==> src/rtl/mem_stage.sv <==
// mem_stage: pipeline MEM stage.
// Holds the EX/MEM segment register, runs the data-memory req/ack handshake,
// aligns and extends load data, and holds the MEM/WB segment register.
// While an access is outstanding, mem_stall freezes IF through EX.
module mem_stage (
  input  logic        clk,
  input  logic        rstn,
  // EX-stage instruction
  input  logic        ex_valid,
  input  logic        ex_rf_we,
  input  logic [4:0]  ex_rf_wa,
  input  logic [31:0] ex_alu_res,
  input  logic        ex_mem_re,
  input  logic        ex_mem_we,
  input  logic [1:0]  ex_mem_size,
  input  logic        ex_mem_sext,
  input  logic [31:0] ex_mem_wd,
  // data memory port
  output logic        dmem_req,
  output logic        dmem_we,
  output logic [31:0] dmem_addr,
  output logic [31:0] dmem_wdata,
  output logic [3:0]  dmem_wstrb,
  input  logic        dmem_ack,
  input  logic [31:0] dmem_rdata,
  // pipeline control
  output logic        mem_stall,
  output logic        mem_misalign,
  // MEM-stage writeback triple (forwarding source)
  output logic        rf_we_mem,
  output logic [4:0]  rf_wa_mem,
  output logic [31:0] rf_wd_mem,
  // WB-stage triple (register file write port)
  output logic        rf_we_wb,
  output logic [4:0]  rf_wa_wb,
  output logic [31:0] rf_wd_wb
);

  localparam logic [1:0] SIZE_BYTE = 2'b00;
  localparam logic [1:0] SIZE_HALF = 2'b01;

  typedef enum logic [1:0] {
    ST_IDLE = 2'b00,
    ST_WAIT = 2'b01,
    ST_DONE = 2'b10
  } state_t;

  // A half must be 2-byte aligned, a word (or reserved size) 4-byte aligned.
  function automatic logic is_misaligned(input logic [1:0] size, input logic [1:0] low);
    logic r;
    r = 1'b0;
    case (size)
      SIZE_BYTE: r = 1'b0;
      SIZE_HALF: r = low[0];
      default:   r = (low != 2'b00);
    endcase
    return r;
  endfunction

  // EX/MEM segment register contents
  logic        valid_reg;
  logic        rf_we_reg;
  logic [4:0]  rf_wa_reg;
  logic [31:0] alu_res_reg;
  logic        mem_re_reg;
  logic        mem_we_reg;
  logic [1:0]  size_reg;
  logic        sext_reg;
  logic [31:0] wd_reg;

  // handshake state and latched load result
  state_t      state_reg;
  state_t      state_next;
  logic [31:0] load_data_reg;

  // MEM/WB segment register
  logic        wb_we_reg;
  logic [4:0]  wb_wa_reg;
  logic [31:0] wb_wd_reg;

  logic        ex_access;
  logic        misalign_now;
  logic [31:0] rdata_shifted;
  logic [31:0] load_ext;
  logic [31:0] lane_wdata;
  logic [3:0]  strobe_raw;
  logic        we_mem_now;

  // The incoming instruction starts a bus access only if it is real and aligned.
  assign ex_access = ex_valid & (ex_mem_re | ex_mem_we)
                   & ~is_misaligned(ex_mem_size, ex_alu_res[1:0]);

  assign misalign_now = valid_reg & (mem_re_reg | mem_we_reg)
                      & is_misaligned(size_reg, alu_res_reg[1:0]);

  // EX/MEM capture: advance when not stalled; a bubble clears all control flags.
  always_ff @(posedge clk or negedge rstn) begin
    if (!rstn) begin
      valid_reg   <= 1'b0;
      rf_we_reg   <= 1'b0;
      rf_wa_reg   <= 5'd0;
      alu_res_reg <= 32'd0;
      mem_re_reg  <= 1'b0;
      mem_we_reg  <= 1'b0;
      size_reg    <= 2'b00;
      sext_reg    <= 1'b0;
      wd_reg      <= 32'd0;
    end else if (!mem_stall) begin
      valid_reg   <= ex_valid;
      rf_we_reg   <= ex_valid & ex_rf_we;
      rf_wa_reg   <= ex_rf_wa;
      alu_res_reg <= ex_alu_res;
      mem_re_reg  <= ex_valid & ex_mem_re;
      mem_we_reg  <= ex_valid & ex_mem_we;
      size_reg    <= ex_mem_size;
      sext_reg    <= ex_mem_sext;
      wd_reg      <= ex_mem_wd;
    end
  end

  // Handshake state register.
  always_ff @(posedge clk or negedge rstn) begin
    if (!rstn) begin
      state_reg <= ST_IDLE;
    end else begin
      state_reg <= state_next;
    end
  end

  // Next-state and handshake outputs: WAIT holds the request until ack; from
  // any other state the next capture decides whether a new access starts.
  always_comb begin
    state_next = state_reg;
    dmem_req   = 1'b0;
    mem_stall  = 1'b0;
    case (state_reg)
      ST_WAIT: begin
        dmem_req  = 1'b1;
        mem_stall = 1'b1;
        if (dmem_ack) begin
          state_next = ST_DONE;
        end
      end
      default: begin
        state_next = ex_access ? ST_WAIT : ST_IDLE;
      end
    endcase
  end

  assign dmem_we   = mem_we_reg;
  assign dmem_addr = {alu_res_reg[31:2], 2'b00};

  // Store lane replication: each byte lane takes the byte of the store datum
  // that lands on it for the access width.
  generate
    for (genvar gi = 0; gi < 4; gi++) begin : g_lane
      always_comb begin
        case (size_reg)
          SIZE_BYTE: lane_wdata[gi*8 +: 8] = wd_reg[7:0];
          SIZE_HALF: lane_wdata[gi*8 +: 8] = wd_reg[(gi % 2)*8 +: 8];
          default:   lane_wdata[gi*8 +: 8] = wd_reg[gi*8 +: 8];
        endcase
      end
    end
  endgenerate

  assign dmem_wdata = lane_wdata;

  // Byte strobes for the addressed lanes; loads drive no strobes.
  always_comb begin
    strobe_raw = 4'b1111;
    case (size_reg)
      SIZE_BYTE: strobe_raw = 4'b0001 << alu_res_reg[1:0];
      SIZE_HALF: strobe_raw = 4'b0011 << {alu_res_reg[1], 1'b0};
      default:   strobe_raw = 4'b1111;
    endcase
  end

  assign dmem_wstrb = mem_we_reg ? strobe_raw : 4'b0000;

  // Load alignment: bring the addressed byte/half down to bit 0, then extend.
  assign rdata_shifted = dmem_rdata >> {alu_res_reg[1:0], 3'b000};

  // Sign or zero extension of the aligned load datum.
  always_comb begin
    load_ext = rdata_shifted;
    case (size_reg)
      SIZE_BYTE: load_ext = {{24{sext_reg & rdata_shifted[7]}}, rdata_shifted[7:0]};
      SIZE_HALF: load_ext = {{16{sext_reg & rdata_shifted[15]}}, rdata_shifted[15:0]};
      default:   load_ext = rdata_shifted;
    endcase
  end

  // Latch the load result on the acknowledging cycle so it survives into DONE.
  always_ff @(posedge clk or negedge rstn) begin
    if (!rstn) begin
      load_data_reg <= 32'd0;
    end else if (state_reg == ST_WAIT && dmem_ack) begin
      load_data_reg <= load_ext;
    end
  end

  // A load only has its result in DONE; r0 writes are suppressed here so
  // neither triple ever advertises them.
  assign we_mem_now = valid_reg & rf_we_reg & ~misalign_now & (rf_wa_reg != 5'd0)
                    & (~mem_re_reg | (state_reg == ST_DONE));

  assign rf_we_mem    = we_mem_now;
  assign rf_wa_mem    = rf_wa_reg;
  assign rf_wd_mem    = mem_re_reg ? load_data_reg : alu_res_reg;
  assign mem_misalign = misalign_now;

  // MEM/WB capture: WB retires every cycle, so a stalled MEM feeds it a bubble.
  always_ff @(posedge clk or negedge rstn) begin
    if (!rstn) begin
      wb_we_reg <= 1'b0;
      wb_wa_reg <= 5'd0;
      wb_wd_reg <= 32'd0;
    end else if (mem_stall) begin
      wb_we_reg <= 1'b0;
      wb_wa_reg <= 5'd0;
      wb_wd_reg <= 32'd0;
    end else begin
      wb_we_reg <= we_mem_now;
      wb_wa_reg <= rf_wa_reg;
      wb_wd_reg <= rf_wd_mem;
    end
  end

  assign rf_we_wb = wb_we_reg;
  assign rf_wa_wb = wb_wa_reg;
  assign rf_wd_wb = wb_wd_reg;

endmodule

==> config.mk <==
export PLATFORM = sky130hd
export DESIGN_NAME = mem_stage
export DESIGN_NICKNAME = d
export VERILOG_FILES = /design/src/rtl/mem_stage.sv
export SDC_FILE = /design/constraint.sdc
export NUM_CORES = 1
export LEC_CHECK = 0
export CAP_MARGIN = 20
export CORE_ASPECT_RATIO = 1.25
export CORE_MARGIN = 4
export CORE_UTILIZATION = 45
export DETAILED_ROUTE_END_ITERATION = 8
export PLACE_DENSITY = 0.81
export SYNTH_ARGS = -nofsm -noshare
export SYNTH_HDL_FRONTEND = slang
export SYNTH_SLANG_ARGS = --single-unit
==> constraint.sdc <==
create_clock -name clk -period 2 [get_ports clk]
set_clock_uncertainty 0.1 [all_clocks]
set_input_delay 0.2 -clock clk [delete_from_list [all_inputs] [get_ports clk]]
set_output_delay 0.2 -clock clk [all_outputs]
set_load 0.005 [all_outputs]
# Yosys cells after proc, flatten, opt, wreduce, memory -nomap -nowiden
# Cells that the tools add are included.
[word_totals] register_bits=148 input_bits=111 word_cells=64
[op_classes] eq_ne=5 shifts=3 mux=16 bitwise_logic=19 reduce_logical=7
[op_table] operator="$mux W32" count=2
[op_table] operator="$pmux W32 S2" count=1
[op_table] operator="$shr A32 B5 Y32" count=1
[op_table] operator="$mux W8" count=2
[op_table] operator="$pmux W8 S2" count=1
[op_table] operator="$and A1 B1 Y1" count=13
[op_table] operator="$pmux W4 S2" count=1
[op_table] operator="$eq A2 B1 Y1 const B" count=3
[op_table] operator="$mux W5" count=1
[op_table] operator="$reduce_bool A5 Y1" count=1
[op_table] operator="$logic_not A2 Y1" count=2
[op_table] operator="$mux W2" count=2
[op_table] operator="$mux W4" count=1
[op_table] operator="$pmux W1 S2" count=2
[op_table] operator="$reduce_bool A2 Y1" count=2
[op_table] operator="$shl A1 B2 Y4 const A" count=1
[op_table] operator="$shl A2 B2 Y4 const A" count=1
[op_table] operator="$mux W1" count=3
[op_table] operator="$not A1 Y1" count=3
[op_table] operator="$or A1 B1 Y1" count=3
[op_table] operator="$eq A2 B2 Y1 const B" count=1
[op_table] operator="$ne A2 B2 Y1 const B" count=1
[op_table] operator="$reduce_or A2 Y1" count=1
[op_table] operator="$logic_and A1 B1 Y1" count=1

# Logic depth before layout (Yosys ltp)
[logic_depth] ltp_word=8 mapped_depth=8

# Worst setup path before layout
# Ideal clock, no wire load.
[synth_timing] kind="reg-to-reg" startpoint="register state_reg[1]" endpoint="register load_data_reg[6]" setup_time_ns=0.127 t_arrival_ns=1.372 required_time_ns=1.773 path_slack_ns=0.400 stages_incl_launch_ff=8 synth_period_minus_slack_ns=1.600 cell_sequence="dfrtp_1 nand2b_1 buf_6 inv_4 nand2_4 inv_2 buf_4 mux2_1"
[synth_via] elab_chain_len=2
[synth_lines] element="start: declaration" line="72" rtl="state_t state_reg;"
[synth_lines] element="start signal: assignment" line="126" rtl="state_reg <= state_next;"
[synth_lines] element="$eq A2 B1 Y1" line="198" rtl="end else if (state_reg == ST_WAIT && dmem_ack) begin"
[synth_lines] element="$logic_and A1 B1 Y1" line="198"
[synth_lines] element="end signal: assignment" line="199" rtl="load_data_reg <= load_ext;"
[synth_lines] element="end: declaration" line="74" rtl="logic [31:0] load_data_reg;"
# No other way between the ends.
# A chain may end at the register's enable or synchronous reset.

# Worst setup path after layout
[layout_timing] startpoint="register size_reg[1]" endpoint="output port dmem_wdata[17]"
[layout_via] elab_chain_len=3 word_cells_on_any_way=4
[layout_lines] element="start: declaration" line="67" rtl="logic [1:0] size_reg;"
[layout_lines] element="start signal: assignment" line="115" rtl="size_reg <= ex_mem_size;"
[layout_lines] element="$eq A2 B1 Y1 or $logic_not A2 Y1 (tied branches)" line="158" rtl="case (size_reg)"
[layout_lines] element="$reduce_or A2 Y1 (no line) (*)"
[layout_lines] element="$mux W8 (*)" line="158"
[layout_lines] element="end: declaration" line="22" rtl="output logic [31:0] dmem_wdata,"
# Mark *: on every way between the ends. The rest lies on a longest branch, timed or not.

==> metrics.csv <==
metric;value;unit
cts bufs inserted;17;
RSZ-0062 raised after global routing;yes;
total grt overflow;0;
clk_lat worst skew;420;ps
CTS clk-pin slew, worst paths;60;ps
Die W;120;um
Syn Area/Cell;9.97;um2
DRC errors left;0;
hpwl dp;14800;um
WHS;201;ps
worst reg-to-reg setup slack;130;ps
Vias/cell;5.06;
commonest cells after routing, fill and taps aside;nand2_1 (235), clkdlybuf4s50_1 (193), dfrtp_1 (144), mux2_2 (40), and2_1 (38);
critical path type;reg -> out;
VDD IR max;562;uV
Slew @ Worst Pin;601;ps
Top FF cell, synth;dfrtp_1;
HP Class;in -> async;
Starting DRT DRC Count;292;
failing checks;setup timing;
Tot Pwr;11.2;mW
most common cell after layout, fill and taps aside;nand2_1;
register area share after synthesis;52.1;%
vias;5991;
min Tclk post-route;2080;ps
FMAX;480;MHz
Worst setup EP type;output pin;
Post-synth EDFFs;0;
vias in the first global route;5989;
P_leak;5.01;nW
final-layout fill cell count;1220;
final setup violation count;7;
Placement Setup Slack;31.3;ps
Root Buffer Master;clkbuf_16;
crit path launch type;register;
global-route wire length before repair;32900;um
Post-synth ARST share;100;%
Nets;1071;
Ports;259;
Core ar.;15600;um2
Post-Place Cells;1122;
buffers added on ports;256;
final worst slack;-84.2;ps
fin area;10700;um2
die area;17900;um2
Slew Viols, Final;0;
FF+latch count, synth;148;
GRT Total Usage;23.7;%
R2R cell count;6;
CTS max path bufs;2;
initial core utilization;45.7;%
synth warn;0;
Layout area overhead;50.9;%
routability-driven placement congestion ratio;0.841;
CTS tree;yes;
drt first pass iters;8;
final core occ;68.9;%
relative slew slack;59.9;%
pin count of the biggest net entering global routing;118;
Synth Cell Area;7110;um2
WL final;22100;um
WP data arrival;1780;ps
Die H;149;um
Final Cycle Share;104;%
crit-path max FO;6;
endpoints failing hold;0;
CTS sink count;148;
setup TNS;-142;ps
P per Cell Area;1050;nW/um2
area post-placement;9680;um2
Synth cell types;41;
Layout Cells excl Fill;1184;
initial antenna violation count;2;
post-route ant nets;0;
max-cap violations;0;
number of H-tree levels;4;
per-cell routed wire length;18.6;um
run status;finished, violations left;
Diodes inserted;0;
Worst EP required;1700;ps
Post-Synthesis Cells;713;
standard-cell row count;51;
layout cells sized above 1;20.4;%
## metal layers
metal	vias up	wire length, um	GRT usage [%]
li1	2799	-	-
met1	2909	8260	28.1
met2	234	11600	41.1
met3	45	1560	6.88
met4	4	599	8.45
met5	-	29	0
## critical path: stages (launching register included)
cell	delay, ps
dfrtp_2	480
buf_4	170
clkbuf_16	140
mux2_2	320
dlygate4sd2_1	270
## timing repair
action                                 in CTS  in global routing
endpoints found under the hold margin      43                  0
cloned                                      1                  5
hold buffers                                1                  0
buffers inserted                           10                 19
pin swaps                                   2                  2
setup endpoints to repair                  62                 51
resized for setup                         135                 96
## cell usage after synthesis (all sizes together) (8+ instances only)
| master | count | area (um2) |
|---|---|---|
| a21oi | 20 | 111 |
| a221o | 8 | 80.1 |
| a22o | 8 | 70.1 |
| and2 | 38 | 238 |
| buf | 68 | 462 |
| clkbuf | 18 | 67.6 |
| dfrtp | 148 | 3700 |
| mux2 | 57 | 642 |
| mux2i | 24 | 240 |
| nand2 | 236 | 893 |
| nor2 | 12 | 61.3 |
| nor2b | 10 | 62.6 |
| o21ai | 23 | 115 |
| o22a | 8 | 70.1 |
## final cells by class
class | instances | area (um2) | area share [%]
multi-input cells | 477 | 2970 | 27.7
flip-flops and latches | 148 | 3710 | 34.6
well taps | 212 | 265 | 2.47
inverters | 3 | 16.3 | 0.152
clock buffers | 22 | 464 | 4.33
repair buffers | 313 | 3150 | 29.3
clock inverters | 9 | 153 | 1.42
## worst paths after layout
kind	to	startpoint
setup / recovery	dmem_wdata[17]	size_reg[1]
hold / removal	rf_wa_wb[1]	rstn
setup reg to reg	load_data_reg[30]	size_reg[1]
hold reg to reg	wd_reg[26]	wd_reg[26]
max in group asynchronous	rf_wa_mem[3]	rstn
min in group clk	wd_reg[4]	ex_mem_wd[4]
## where the power goes
group	total, mW	switching (mW)	internal, mW
combinational	3.67	1.47	2.20
clock	3.38	1.23	2.15
sequential	4.18	0.483	3.70
## cells by family (layout without fill, tap and decap cells)
group,Yosys count,count (layout),share of synthesized area (%)
buf+inv,89,347,7.64
flops,148,148,52.1
mux,81,81,12.4
compound gates,80,80,8.15
other cells,1,2,0.0528
simple gates,313,313,19.5
xor+xnor,1,1,0.123
Power figures use the tool's default switching activity.
